===== src/rtl/p_weight_update.sv =====
// Perceptron weight-update stage: accepts one signed error sample with its
// input vector, then walks the weight bank one weight per cycle applying
// w[i] += (err * x[i]) >>> (W_FRAC + LR_SHIFT) with saturation.
// The stored weight bank also feeds the forward datapath through w_out.
module p_weight_update #(
  parameter  int N        = 4,
  parameter  int W_PREC   = 16,
  parameter  int W_FRAC   = 8,
  parameter  int LR_SHIFT = 4,
  localparam int IDX_W    = (N > 1) ? $clog2(N) : 1
) (
  input  logic                       clk,
  input  logic                       reset,
  input  logic                       err_valid,
  output logic                       err_ready,
  input  logic signed [W_PREC-1:0]   err,
  input  logic                       err_ovf,
  input  logic [N*W_PREC-1:0]        x_in,
  input  logic                       wr_en,
  input  logic [IDX_W-1:0]           wr_idx,
  input  logic [W_PREC-1:0]          wr_data,
  output logic [N*W_PREC-1:0]        w_out,
  output logic                       busy,
  output logic                       done,
  output logic                       sat
);

  typedef enum logic [1:0] {IDLE = 2'd0, CALC = 2'd1, DONE = 2'd2} state_t;

  localparam int SHIFT = W_FRAC + LR_SHIFT;
  localparam logic signed [2*W_PREC:0] W_MAX = {{(W_PREC+2){1'b0}}, {(W_PREC-1){1'b1}}};
  localparam logic signed [2*W_PREC:0] W_MIN = {{(W_PREC+2){1'b1}}, {(W_PREC-1){1'b0}}};

  state_t                     state_q, state_d;
  logic [IDX_W-1:0]           idx_q;
  logic                       sat_q;
  logic signed [W_PREC-1:0]   err_q;
  logic signed [W_PREC-1:0]   x_q [N];
  logic signed [W_PREC-1:0]   w_q [N];

  logic                       accept, wr_hit, last_idx;
  logic signed [2*W_PREC-1:0] prod, delta;
  logic signed [2*W_PREC:0]   sum;
  logic signed [W_PREC-1:0]   w_d;
  logic                       ovr_d;

  // Clamp a wide sum into the signed weight range.
  function automatic logic signed [W_PREC-1:0] saturate(input logic signed [2*W_PREC:0] s);
    if (s > W_MAX)      return {1'b0, {(W_PREC-1){1'b1}}};
    else if (s < W_MIN) return {1'b1, {(W_PREC-1){1'b0}}};
    else                return s[W_PREC-1:0];
  endfunction

  assign err_ready = (state_q == IDLE) && !wr_en;
  assign accept    = err_valid && err_ready;
  assign wr_hit    = (state_q == IDLE) && wr_en && (32'(wr_idx) < N);
  assign last_idx  = (idx_q == IDX_W'(N - 1));
  assign busy      = (state_q != IDLE);
  assign done      = (state_q == DONE);
  assign sat       = sat_q;

  // Update arithmetic for the weight currently addressed by idx_q.
  always_comb begin
    prod  = err_q * x_q[idx_q];
    delta = prod >>> SHIFT;
    sum   = $signed({w_q[idx_q][W_PREC-1], {W_PREC{w_q[idx_q][W_PREC-1]}}, w_q[idx_q]})
          + $signed({delta[2*W_PREC-1], delta});
    ovr_d = (sum > W_MAX) || (sum < W_MIN);
    w_d   = saturate(sum);
  end

  // Next-state logic for the IDLE -> CALC -> DONE sequence.
  always_comb begin
    state_d = state_q;
    case (state_q)
      IDLE:    if (accept) state_d = CALC;
      CALC:    if (last_idx) state_d = DONE;
      DONE:    state_d = IDLE;
      default: state_d = IDLE;
    endcase
  end

  // Control registers: state, weight index and sticky saturation flag.
  always_ff @(posedge clk or posedge reset) begin
    if (reset) begin
      state_q <= IDLE;
      idx_q   <= '0;
      sat_q   <= 1'b0;
    end else begin
      state_q <= state_d;
      if (accept) begin
        idx_q <= '0;
        sat_q <= err_ovf;
      end else if (state_q == CALC) begin
        idx_q <= last_idx ? '0 : idx_q + 1'b1;
        if (ovr_d) sat_q <= 1'b1;
      end
    end
  end

  // Sample capture on accept; later input changes do not disturb the update.
  always_ff @(posedge clk) begin
    if (accept) begin
      err_q <= err;
      for (int i = 0; i < N; i++) x_q[i] <= x_in[i*W_PREC +: W_PREC];
    end
  end

  // Weight bank: cleared by reset, preloaded in IDLE, updated one per CALC cycle.
  always_ff @(posedge clk or posedge reset) begin
    if (reset) begin
      for (int i = 0; i < N; i++) w_q[i] <= '0;
    end else if (wr_hit) begin
      w_q[wr_idx] <= wr_data;
    end else if (state_q == CALC) begin
      w_q[idx_q] <= w_d;
    end
  end

  // Pack the stored weights onto the output bus.
  always_comb begin
    w_out = '0;
    for (int i = 0; i < N; i++) w_out[i*W_PREC +: W_PREC] = w_q[i];
  end

endmodule


===== config.mk =====
export PLATFORM = sky130hd
export DESIGN_NAME = p_weight_update
export DESIGN_NICKNAME = d
export VERILOG_FILES = /design/src/rtl/p_weight_update.sv
export SDC_FILE = /design/constraint.sdc
export NUM_CORES = 1
export LEC_CHECK = 0
export CAP_MARGIN = 20
export CORE_MARGIN = 2
export CORE_UTILIZATION = 64
export CTS_CLUSTER_SIZE = 20
export DETAILED_ROUTE_END_ITERATION = 8
export PLACE_DENSITY = 0.95
export RECOVER_POWER = 100
export SLEW_MARGIN = 20
export SYNTH_ARGS = -nofsm -noshare
export SYNTH_HDL_FRONTEND = slang
export SYNTH_SLANG_ARGS = --single-unit
export TNS_END_PERCENT = 50

===== constraint.sdc =====
create_clock -name clk -period 24 [get_ports clk]
set_input_delay 2.4 -clock clk [delete_from_list [all_inputs] [get_ports clk]]
set_output_delay 2.4 -clock clk [all_outputs]
set_load 0.05 [all_outputs]

==> results.env <==
OUTCOME='complete, but fails checks'
FAILED_CHECKS='max-capacitance violations, max-slew violations'
HOLD_BUFS_AT_CTS=0
CTSROOTBUFFERMASTER='clkbuf_16'
PLACEABLE_CORE_REGION_SQ_UM=25910
WORSTPATHMAXFANOUT=26
FINAL_ANTENNA_NET_COUNT=0
CLOCK_SKEW_NS=0.01801
CTS.SINKS=149
ROUTED_WIRELENGTH_MICRONS=52870
TOTAL_COUNT_OF_MAX_TRANSITION_VIOLATIONS_IN_THE_FINAL_REPORT=207
SYNTH-EDFF-COUNT=80
MOST_COMMON_LIBRARY_CELL_IN_THE_LAYOUT_IGNORING_FILL_AND_TAPS='inv_1'
GRT_SETUP_UNREPAIRED='no'
DESIGN.FINAL.NETS=2231
MOST-COMMON-LAYOUT-CELLS='305 x inv_1, 262 x fa_1, 164 x nand2_1, 150 x dlygate4sd3_1, 121 x and2_1'
SETUP-TNS-FINAL_NS=0
POSTSYNTHREGISTERBITS=149
CTS-BUFFERS-INSERTED=17
CLOCK.FMAX_MHz=69.62
INITIAL_UTILIZATION=0.6489
TIMING.HOLD.WORST.CLASS='reg2reg'
PERIOD_MINUS_SLACK_NS=14.36
SYNTH_LARGEST_AREA_CELL='fa_1'
YOSYSSEQAREASHARE=0.2456
CAP_VIOL_MAX_COUNT=5
TIMING.CRITICAL_PATH.REQUIRED_NS=24.35
SYNTH-ASYNC-RESET-RATIO=0.4631
CTS-RESIZED-GATES=0
DRIVE_GT1_FRAC=0.05073
VIA_COUNT=13880
GRT_ANTENNA_BEFORE_REPAIR=6
CP-START-KIND='flip-flop'
HOLDWS_NS=0.4955
FLIP_FLOP_CELL_WITH_THE_HIGHEST_COUNT_AFTER_SYNTHESIS='edfxtp_1'
LARGEST_NET_DEGREE_AT_THE_START_OF_GLOBAL_ROUTING=85
DRT-PASS1-ITER-COUNT=9
SYNTH.YOSYS.WARNINGS=0
NETLIST_AREA_SQ_UM=16810
TIGHTESTPINTRANSITION_NS=3.822
WORST_PATH_MAX_DELAY_CELL='o21ai_0'
CRITICAL_PATH_ARRIVAL_NS=14.71
MAXSLEWHEADROOM=-1.548
PATH_COMMON_CELL='fa_1'
MAPPEDNETLISTNETS=2098
CTS.HTREE.LEVELS=4
DRC=0
YS_TYPES=57
GRT_USAGE=0.3922
SETUP.WORST_PATH.END_CLASS='flip-flop'
CTS-ROOT-TO-SINK-BUFFERS=2
SYNTH_AREA_PER_CELL_SQ_UM=10.33
SLOWEST_DELAY_NS=2.31
DRT-WIRELENGTH-PER-CELL_MICRONS=25.02
NUMBER_OF_BUFFERS_INSERTED_BY_PORT_BUFFERING=170
POST-DP-HPWL_MICRONS=37060
CTS_SETUP_BUFFERS=0
SYNTH_AREA_LEADERS='fa_1 31%, edfxtp_1 14%, dfrtp_1 10%'
FINALSETUPVIOLCOUNT=0
NUMBER_OF_DRC_MARKERS_IN_ITERATION_0=1533
POST_SYNTH_INST_COUNT=1628
DIE_AREA_SQ_UM=27580
WL_MET3_MICRONS=6412
NUMBER_OF_GLOBAL_ROUTE_VIAS_BEFORE_REPAIR=15340
CLOCK_TREE_FROM_TRITONCTS='yes'
CRITICAL_PATH.N_BUFFERS_INVERTERS=5
GLOBAL_ROUTE_WIRE_LENGTH_BEFORE_REPAIR_MICRONS=83010
MET2_ROUTED_WIRELENGTH_MICRONS=25430
CLK_LATENCY_NS=0.44
ROUTE.LAYER.MET1.WL_MICRONS=16870
GPL.FINAL_WEIGHTED_CONGESTION=0.9629
CRITICAL-PATH-TOP-DELAY-FAMILY='compound AO/OA/AOI/OAI gates'
CRITICALPATHCATEGORY='reg2reg'
SYNTH_TOP_CELL_AREA_SHARE=0.3120
PERIOD_SHARE=0.5985
FLOORPLAN.ROWS=59
PATH_CLK_SLEW_NS=0.07
DIE-HEIGHT_MICRONS=166.1
SYN_TO_FINAL_GROWTH_PCT=15.03
NUMBER_OF_HOLD_VIOLATIONS_IN_THE_FINAL_REPORT=0
DIE-WIDTH_MICRONS=166.1
DRT-VIAS-PER-INSTANCE=6.569
PIN_COUNT=171
GRT_OVERFLOW=0
ROUTE.TOP_LAYER_USED='met5'
-- final cells by class --
cell class                      count  area (sq um)
Sequential cell                   149          4130
Clock buffer                       17         425.4
Antenna cell                        4         10.01
Clock inverter                     15         181.4
Fill cell                        1495          6570
Multi-Input combinational cell   1108         11270
Tap cell                          335         419.2
Timing Repair Buffer              179          1758
Inverter                          306          1149
-- worst min-delay path, cell delays in order, from the launching register on --
cell and delay [ns]:
dfrtp_1 0.34, mux2i_1 0.06, o21ai_0 0.06
-- layer usage --
layer	vias up	track usage
met4	2	0.2628
met2	1299	0.6404
li1	5503	-
met5	-	0
met3	404	0.1065
met1	6672	0.4571
-- per-stage QoR --
stage,cells,worst slack [ns],area [sq um],util
5_1_grt,2113,8.898,19340,0.7464
6_report,2113,9.636,19340,0.7464
3_3_place_gp,2076,13.49,18760,0.7239
2_1_floorplan,1628,14.83,16810,-
4_1_cts,2108,13.19,19370,0.7476
3_5_place_dp,2076,13.43,18760,0.7242
-- path summary, 6_finish.rpt --
check	start	endpoint	slack, ns	depth (start not counted)
max reg2reg	idx_q[0]$_DFFE_PP0P_	w_out[17]$_DFFE_PP0P_	9.64	32
max	idx_q[0]$_DFFE_PP0P_	w_out[17]$_DFFE_PP0P_	9.64	32
min	sat$_DFFE_PP0P_	sat$_DFFE_PP0P_	0.50	2
max in group asynchronous	reset	idx_q[1]$_DFFE_PP0P_	17.69	3
min in group asynchronous	reset	state_q[1]$_DFFE_PP0P_	3.87	3
min reg2reg	sat$_DFFE_PP0P_	sat$_DFFE_PP0P_	0.50	2
-- kinds of logic (layout without fill, tap and decap cells) --
family	count (synthesis)	in the layout	synth area share
AOI/OAI and AO/OA	253	253	0.09384
xor gates and xnor gates	41	41	0.02136
adders and majority gates	367	367	0.3901
buffers and inverters	371	517	0.08379
DFF	149	149	0.2456
muxes	37	37	0.04458
other	0	4	0
and+or+nand+nor	410	410	0.1208
-- cells in the mapped netlist (all sizes together) (2+ instances only) --
cell and instances:
a22oi 38, nand4 4, dfrtp 69, a211oi 7
or3 13, edfxtp 80, a21o 13, ha 105
nor3 12, and4 2, mux2i 4, mux4 30
o21bai 4, a211o 3, nor2 44, a221oi 3
or2 6, fa 262, o211ai 8, clkbuf 56
a31oi 2, xnor2 28, nand2b 5, nand2 164
buf 9, and2 123, and3 18, nand3 11
nor2b 6, mux2 3, xor2 13, inv 306
o21a 8, o21ai 78, a21oi 79
-- state kept, by name, summed over array words and instances (netlist names) --
register and cells:
err_q 16, idx_q 2, sat 1, state_q 2, w_out 64, x_q 64
Power is left out: the tool's default activity adds up to more than one toggle a clock period on the data nets, which glitch-free logic cannot reach.
